==> config.mk <==
export PLATFORM = sky130hd
export DESIGN_NAME = gate_sweep_ctrl
export DESIGN_NICKNAME = d
export VERILOG_FILES = /design/src/rtl/gate_sweep_ctrl.sv
export SDC_FILE = /design/constraint.sdc
export NUM_CORES = 1
export LEC_CHECK = 0
export CAP_MARGIN = 20
export CORE_ASPECT_RATIO = 0.8
export CORE_UTILIZATION = 48
export CTS_CLUSTER_SIZE = 16
export DETAILED_ROUTE_END_ITERATION = 8
export PLACE_DENSITY = 0.76
export SLEW_MARGIN = 20
export SYNTH_ARGS = -nofsm -noshare
export SYNTH_HDL_FRONTEND = slang
export SYNTH_SLANG_ARGS = --single-unit
==> constraint.sdc <==
create_clock -name clk -period 1.9 [get_ports clk]
set_input_delay 0.38 -clock clk [delete_from_list [all_inputs] [get_ports clk]]
set_output_delay 0.38 -clock clk [all_outputs]
set_load 0.03 [all_outputs]
==> src/rtl/gate_sweep_ctrl.sv <==
// Sequencer that sweeps the six two-input primitive gates through all four input vectors
// and checks each result against a built-in truth table. Optional: GATE_SWEEP_STOP_ON_FAIL_EN.
module gate_sweep_ctrl #(
  parameter int SETTLE_CYCLES = 4
) (
  input  logic       clk,
  input  logic       rst_n,
  input  logic       start,
  input  logic       c,
  output logic [2:0] gate_sel,
  output logic       a,
  output logic       b,
  output logic       busy,
  output logic       done,
  output logic [5:0] pass_mask,
  output logic       fail_valid,
  output logic [2:0] fail_gate,
  output logic [1:0] fail_vec
);

  typedef enum logic [2:0] {
    IDLE   = 3'd0,
    DRIVE  = 3'd1,
    SETTLE = 3'd2,
    SAMPLE = 3'd3,
    DONE   = 3'd4
  } state_t;

  localparam logic [3:0] SETTLE_LOAD = 4'(SETTLE_CYCLES - 1);

  state_t     state_r;
  logic [2:0] gate_r;
  logic [1:0] vec_r;
  logic [3:0] cnt_r;
  logic       gate_ok_r;

  logic       match_s;
  logic       last_vec_s;
  logic       last_gate_s;
  logic       stop_s;
  logic [2:0] next_gate_s;
  logic [1:0] next_vec_s;
  logic [5:0] gate_bit_s;

  // Reference truth table, indexed by gate and the {a,b} vector.
  function automatic logic expected_bit(input logic [2:0] g, input logic [1:0] v);
    logic e;
    case (g)
      3'd0:    e = (v == 2'b11);
      3'd1:    e = (v != 2'b00);
      3'd2:    e = (v != 2'b11);
      3'd3:    e = (v == 2'b00);
      3'd4:    e = v[1] ^ v[0];
      3'd5:    e = ~(v[1] ^ v[0]);
      default: e = 1'b0;
    endcase
    return e;
  endfunction

  // Compare result and next-index arithmetic for the current vector.
  always_comb begin
    match_s     = (c == expected_bit(gate_r, vec_r));
    last_vec_s  = (vec_r == 2'd3);
    last_gate_s = (gate_r == 3'd5);
    gate_bit_s  = 6'b000001 << gate_r;
    next_vec_s  = vec_r + 2'd1;
    if (last_vec_s) begin
      next_gate_s = gate_r + 3'd1;
    end else begin
      next_gate_s = gate_r;
    end
`ifdef GATE_SWEEP_STOP_ON_FAIL_EN
    stop_s = ~match_s;
`else
    stop_s = 1'b0;
`endif
  end

  // Sweep FSM; all outputs are registered here.
  always_ff @(posedge clk or negedge rst_n) begin
    if (!rst_n) begin
      state_r    <= IDLE;
      gate_r     <= 3'd0;
      vec_r      <= 2'd0;
      cnt_r      <= 4'd0;
      gate_ok_r  <= 1'b0;
      gate_sel   <= 3'd0;
      a          <= 1'b0;
      b          <= 1'b0;
      busy       <= 1'b0;
      done       <= 1'b0;
      pass_mask  <= 6'd0;
      fail_valid <= 1'b0;
      fail_gate  <= 3'd0;
      fail_vec   <= 2'd0;
    end else begin
      case (state_r)
        IDLE: begin
          done     <= 1'b0;
          gate_sel <= 3'd0;
          a        <= 1'b0;
          b        <= 1'b0;
          if (start) begin
            pass_mask  <= 6'd0;
            fail_valid <= 1'b0;
            fail_gate  <= 3'd0;
            fail_vec   <= 2'd0;
            gate_r     <= 3'd0;
            vec_r      <= 2'd0;
            gate_ok_r  <= 1'b1;
            busy       <= 1'b1;
            state_r    <= DRIVE;
          end else begin
            busy <= 1'b0;
          end
        end
        DRIVE: begin
          cnt_r   <= SETTLE_LOAD;
          state_r <= SETTLE;
        end
        SETTLE: begin
          if (cnt_r == 4'd0) begin
            state_r <= SAMPLE;
          end else begin
            cnt_r <= cnt_r - 4'd1;
          end
        end
        SAMPLE: begin
          if (!match_s && !fail_valid) begin
            fail_valid <= 1'b1;
            fail_gate  <= gate_r;
            fail_vec   <= vec_r;
          end
          if (last_vec_s && gate_ok_r && match_s) begin
            pass_mask <= pass_mask | gate_bit_s;
          end
          gate_ok_r <= last_vec_s ? 1'b1 : (gate_ok_r & match_s);
          if (stop_s || (last_vec_s && last_gate_s)) begin
            done    <= 1'b1;
            state_r <= DONE;
          end else begin
            // Inputs change on entry to DRIVE so they stay stable through SAMPLE.
            gate_r   <= next_gate_s;
            vec_r    <= next_vec_s;
            gate_sel <= next_gate_s;
            a        <= next_vec_s[1];
            b        <= next_vec_s[0];
            state_r  <= DRIVE;
          end
        end
        DONE: begin
          done     <= 1'b0;
          busy     <= 1'b0;
          gate_sel <= 3'd0;
          a        <= 1'b0;
          b        <= 1'b0;
          state_r  <= IDLE;
        end
        default: begin
          done    <= 1'b0;
          busy    <= 1'b0;
          state_r <= IDLE;
        end
      endcase
    end
  end

endmodule

==> qor_table.md <==
| Metric | This run | Unit |
| --- | --- | --- |
| Run status | finished with violations | - |
| Violated checks | setup timing | - |
| Antenna Violating Nets Remaining | 0 | - |
| Detail-routed via count per cell | 5.36 | - |
| Worst hold path class | reg2reg | - |
| Final-layout fill cell count | 226 | - |
| Worst path setup slack after routing | -49.4 | ps |
| Count of buffers from port buffering | 22 | - |
| Number of cells after detailed placement | 243 | - |
| Number of DRC violations after detailed routing | 0 | - |
| Number of max-slew violations in the final report | 0 | - |
| Fraction of layout instances using a drive strength above 1 | 24.4 | % |
| Via count of the first global-routing pass | 1365 | - |
| Final setup fails | 11 | - |
| Unrepaired setup endpoints after global routing | yes | - |
| Via count | 1357 | - |
| Worst vdd ir | 0.000720 | V |
| CTS HTree Levels | 2 | - |
| Post-DP HPWL | 2530 | um |
| Endpoint required time on the critical path | 2110 | ps |
| Post-Place Setup Slack | -182 | ps |
| Area after detailed placement | 2030 | um2 |
| Final global-route overflow total | 0 | - |
| Cell area after technology mapping | 1650 | um2 |
| Worst-Margin Slew | 478 | ps |
| Combined flip-flop and latch cell area | 801 | um2 |
| Cells after synthesis | 170 | - |
| Leakage | 0.998 | nW |
| Layout Area Growth over Synthesis | 33.5 | % |
| Startpoint types | flip-flop | - |
| Reported max-cap violation count | 0 | - |
| Pin count of the biggest net entering global routing | 33 | - |
| Routed wire length | 3640 | um |
| Full die area | 3680 | um2 |
| Skew-Pair Late Insertion Delay | 290 | ps |
| Count of state elements after synthesis | 32 | - |
| Std cell rows | 18 | - |
| Max FO, Critical Path | 6 | - |
| Placeable core region | 3180 | um2 |
| Critical path capture point type | flip-flop | - |
| Initial cell density of the core | 52.0 | % |
| Commonest non-fill, non-tap cell in the layout | sky130_fd_sc_hd__dfrtp_1 | - |
| Setup Skew | 3.47 | ps |
| DRT iter0 DRCs | 62 | - |
| DIE WIDTH | 67.6 | um |
| Data arrival time of the critical path | 2160 | ps |
| Non-filler instance count after layout | 253 | - |
| Maximum achievable frequency | 513 | MHz |
| Count of nets after finishing | 225 | - |
| First-pass iteration count of the detailed router | 5 | - |
| Max_slew headroom | 68.0 | % |
| Tmin final | 1950 | ps |
| Average instance area after synthesis | 9.72 | um2 |
| Final hold viol count | 0 | - |
| Wire length of the first global-routing pass | 6070 | um |
| Power density relative to cell area | 1400 | nW/um2 |
| Max Root-Sink Buffers | 2 | - |
| Number of diodes | 0 | - |
| Warnings, synthesis | 0 | - |
| Final clock period utilization by the worst path | 103 | % |
| TritonCTS clock tree | built | - |
| Vertical die dimension | 54.5 | um |
| Worst setup path class | reg2reg | - |
| WL per Instance | 14.4 | um |
| Clock slew at the register clock pins of the worst setup and hold paths | 70 | ps |
| Weighted congestion reported at the end of routability-driven placement | 0.898 | - |
| Portion of the post-synthesis area used by sequential elements | 48.4 | % |
| Clock buffer count from CTS | 5 | - |
| Final cell area excluding filler cells | 2210 | um2 |
| Number of sinks driven by the clock tree | 32 | - |
| Synth Net Count | 183 | - |
| Distinct cell type count after synthesis | 37 | - |
| Commonest cells after routing, fill and taps aside | 32 x sky130_fd_sc_hd__dfrtp_1, 29 x sky130_fd_sc_hd__nand2_1, 22 x sky130_fd_sc_hd__clkdlybuf4s50_1, 22 x sky130_fd_sc_hd__buf_4, 13 x sky130_fd_sc_hd__nand3_1 | - |
| IO Pins | 23 | - |
| Footprint of the multi-input gates | 840 | um2 |
| Overall Global Routing Usage | 23.4 | % |
| Root cell of the clock tree | sky130_fd_sc_hd__clkbuf_8 | - |
| Antenna violations before repair | 0 | - |
| Final cell utilization of the core | 69.5 | % |
-- kinds of logic after synthesis --
group | Yosys count | share of synthesized area, %
buffers and inverters | 19 | 5.53
and+or+nand+nor | 70 | 21.0
AOI/OAI and AO/OA | 29 | 11.8
muxes | 7 | 4.24
xor gates and xnor gates | 4 | 2.12
adders and majority gates | 9 | 6.81
DFF | 32 | 48.4
-- synth_stat cells, drive strengths merged --
master,instances,area (um2)
a21oi,4,31.3
nand2b,2,12.5
xnor2,2,17.5
inv,10,37.5
o2bb2ai,1,8.76
or2,2,12.5
clkbuf,2,7.51
o31ai,2,15.0
nor3,4,20.0
or4,1,11.3
mux2i,7,70.1
a21o,2,15.0
nand4,1,12.5
nand2,30,113
or4b,1,10.0
nand3,13,65.1
nor2b,3,18.8
dfrtp,32,801
nor3b,2,20.0
a21boi,1,7.51
a2111oi,2,23.8
a32o,1,10.0
ha,9,113
nor2,9,33.8
o21ai,16,83.8
or3b,1,11.3
xor2,2,17.5
nand3b,1,7.51
buf,7,46.3
-- registers in the layout, summed over array words and instances (netlist names), 2 cells and up --
name,count
pass_mask,6
cnt_r,4
fail_gate,3
gate_r,3
gate_sel,3
state_r,3
fail_vec,2
vec_r,2
-- power breakdown --
part           switching (mW)  internal, mW
combinational           0.879         0.689
sequential              0.117         0.856
clock                   0.254         0.289
total                    1.25          1.83
-- what timing repair did --
| item | CTS | global route |
|---|---|---|
| setup endpoints to repair | 11 | 13 |
| hold buffers | 0 | 0 |
| pin swaps | 10 | 3 |
| hold endpoints to repair | 0 | 0 |
| gates resized for setup | 8 | 8 |
| buffers inserted | 1 | 1 |
-- worst max-delay path, stage by stage, from the launching register on --
cell	delay [ps]
sky130_fd_sc_hd__dfrtp_1	430
sky130_fd_sc_hd__ha_2	220
sky130_fd_sc_hd__ha_4	160
sky130_fd_sc_hd__nand2_2	60
sky130_fd_sc_hd__o21ai_2	60
sky130_fd_sc_hd__or4_4	570
sky130_fd_sc_hd__a21o_4	260
sky130_fd_sc_hd__o21ai_2	120
-- path summary, 6_finish.rpt --
check                              from      endpoint  slack, ps  cells after the start
max in group asynchronous         rst_n  pass_mask[1]       1110                      2
setup / recovery              gate_r[0]  pass_mask[2]        -50                      7
min in group asynchronous         rst_n          busy        490                      2
setup reg to reg              gate_r[0]  pass_mask[2]        -50                      7
hold reg to reg            pass_mask[5]  pass_mask[5]        480                      2
hold / removal             pass_mask[5]  pass_mask[5]        480                      2
-- routing by layer --
metal  wire, um  part of all wire [%]  GRT usage, %
met3        165                   4.5          6.04
met2       1630                    45          37.3
met5          0                     0             0
met4        115                   3.2          13.8
met1       1730                    48          28.7
-- metrics by stage --
stage	total power, mW	TNS, ps	hold slack (ps)
final	3.08	-275	480
after detailed placement	2.44	-1590	471
after floorplan	1.91	0	84.4
after global routing	3.31	-986	503
after global placement	2.38	-1340	464
after CTS	3.04	-11.1	486
-- area by class of cell --
class / instances / area share, %
clock buffer: 6 / 3.74
clock inverter: 2 / 0.454
inverter: 10 / 1.70
multi-input combinational: 119 / 38.1
sequential: 32 / 36.3
tap: 40 / 2.27
timing repair buffer: 44 / 17.5
(Power assumes the default switching activity.)
==> edit: new RTL, same flow settings <==
The 5 states of `state_t` get a Gray code encoding in 3 bits.
--- a/src/rtl/gate_sweep_ctrl.sv
+++ b/src/rtl/gate_sweep_ctrl.sv
@@ -19,11 +19,11 @@
 );
 
   typedef enum logic [2:0] {
-    IDLE   = 3'd0,
-    DRIVE  = 3'd1,
-    SETTLE = 3'd2,
-    SAMPLE = 3'd3,
-    DONE   = 3'd4
+    IDLE   = 3'b000,
+    DRIVE  = 3'b001,
+    SETTLE = 3'b011,
+    SAMPLE = 3'b010,
+    DONE   = 3'b110
   } state_t;
 
   localparam logic [3:0] SETTLE_LOAD = 4'(SETTLE_CYCLES - 1);
Function: no difference found for any inputs over 10 cycles, from zero or initial values and one cycle with rst_n low; not proved beyond that.
==> edit against the original RTL <==
- the flow still finishes with violations (setup timing)
- final area increased by 4.8%
- count of clock-buffer cells in the layout increased by 2
- synthesized area grew 2.2%
- routed wire length grew 18%
- power rose by 14%
- die area increased by 2.1%
- setup slack worse by 0.031 ns
- fmax decreased by 1.6%
- sequential cell count is the same
- critical path depth shrank 1
==> edit: results (changes against the original RTL) <==
qor: sta.max_slew_margin 66.1% [-2.0 points]
qor: sta.setup_viol 7 [-4]
qor: detailed_routing.detail_route.wl_per_cell 16.2 µm [+12%]
qor: worst_setup_path.cp.arrival 2.21 ns [+0.05 ns]
qor: synth.mappedNetlistNets 185 [+1.1%]
qor: layout.finish.net_count 238 [+5.8%]
qor: worst_setup_path.critical-path-slowest-cell dfrtp_1
qor: detailed_routing.detail_route.vias_per_cell 5.77 [+7.5%]
qor: layout.fraction_of_area_in_multi_input_gates 38.0% [-0.073 points]
qor: layout.nMultiInputCombCells 122 [+2.5%]
qor: layout.n_all_buffers 52 [+18%]
qor: sta.timing.final.ws_setup -0.0803 ns [-0.0309 ns]
qor: worst_setup_path.gate_family_responsible_for_the_most_delay_along_the_worst_path compound AO/OA/AOI/OAI gates
qor: layout.non_clock_buffer_area_fraction 19.4% [+1.9 points]
qor: detailed_routing.dr.first_iter.drc_count 133 [+110%]
qor: pwr.leakage 1.01 nW [+1.4%]
qor: outcome.outcome complete, but fails checks
qor: worst_setup_path.timing.critical_path.slowest_cell_delay 0.41 ns [-0.16 ns]
qor: detailed_routing.routed-wl-met2 2030 µm [+24%]
qor: worst_setup_path.r2r-start vec_r[1]
qor: placement.placed_inst_area 2140 µm² [+5.4%]
qor: global_route.first_pass_grt_wire_length 7000 µm [+15%]
qor: global_route.number_of_global_route_vias_before_repair 1440 [+5.5%]
qor: layout.drive_gt1_share 22.6% [-1.8 points]
qor: layout.multi_input_area 878 µm² [+4.6%]
qor: outcome.violated_checks setup timing
qor: global_route.grt.met1_usage 35.1% [+6.4 points]
qor: sta.hold-worst-slack 0.480 ns [-0.000197 ns]
qor: layout.num-fill-cells 233 [+3.1%]
qor: placement.finalWeightedCongestion 0.940 [+4.8%]
qor: layout.seq_area_share 34.6% [-1.7 points]
qor: synth.synth_common_cells dfrtp_1 (32), o21ai_0 (19), nand2_1 (17), nor2_1 (13), inv_1 (12)
qor: layout.inverters_excl_clock 12 [+2]
==> edit: stage by stage <==
stage / setup WS (ns) / setup TNS [ns] / std cells
2_1_floorplan: 0.00388 / 0 / 172
3_3_place_gp: -0.0701 / -0.344 / 254
3_5_place_dp: -0.134 / -0.878 / 254
4_1_cts: -0.0440 / -0.244 / 266
5_1_grt: -0.163 / -1.39 / 266
6_report: -0.0803 / -0.463 / 266
==> edit: cell families (layout without fill, tap and decap cells) <==
kind of cell,Yosys count,in the layout,synth area share [%]
and+or+nand+nor,58,58,18.9
AOI/OAI and AO/OA,50,50,19.6
DFF,32,32,47.4
buffers and inverters,18,72,4.67
adders and majority gates,9,9,6.67
xor gates and xnor gates,3,3,1.56
muxes,2,2,1.19
==> edit: power breakdown <==
group          internal, mW  total (mW)  switching [mW]
logic                 0.866        1.89            1.02
registers             0.888        1.08           0.192
clock network         0.295       0.542           0.247
total                  2.05        3.51            1.46
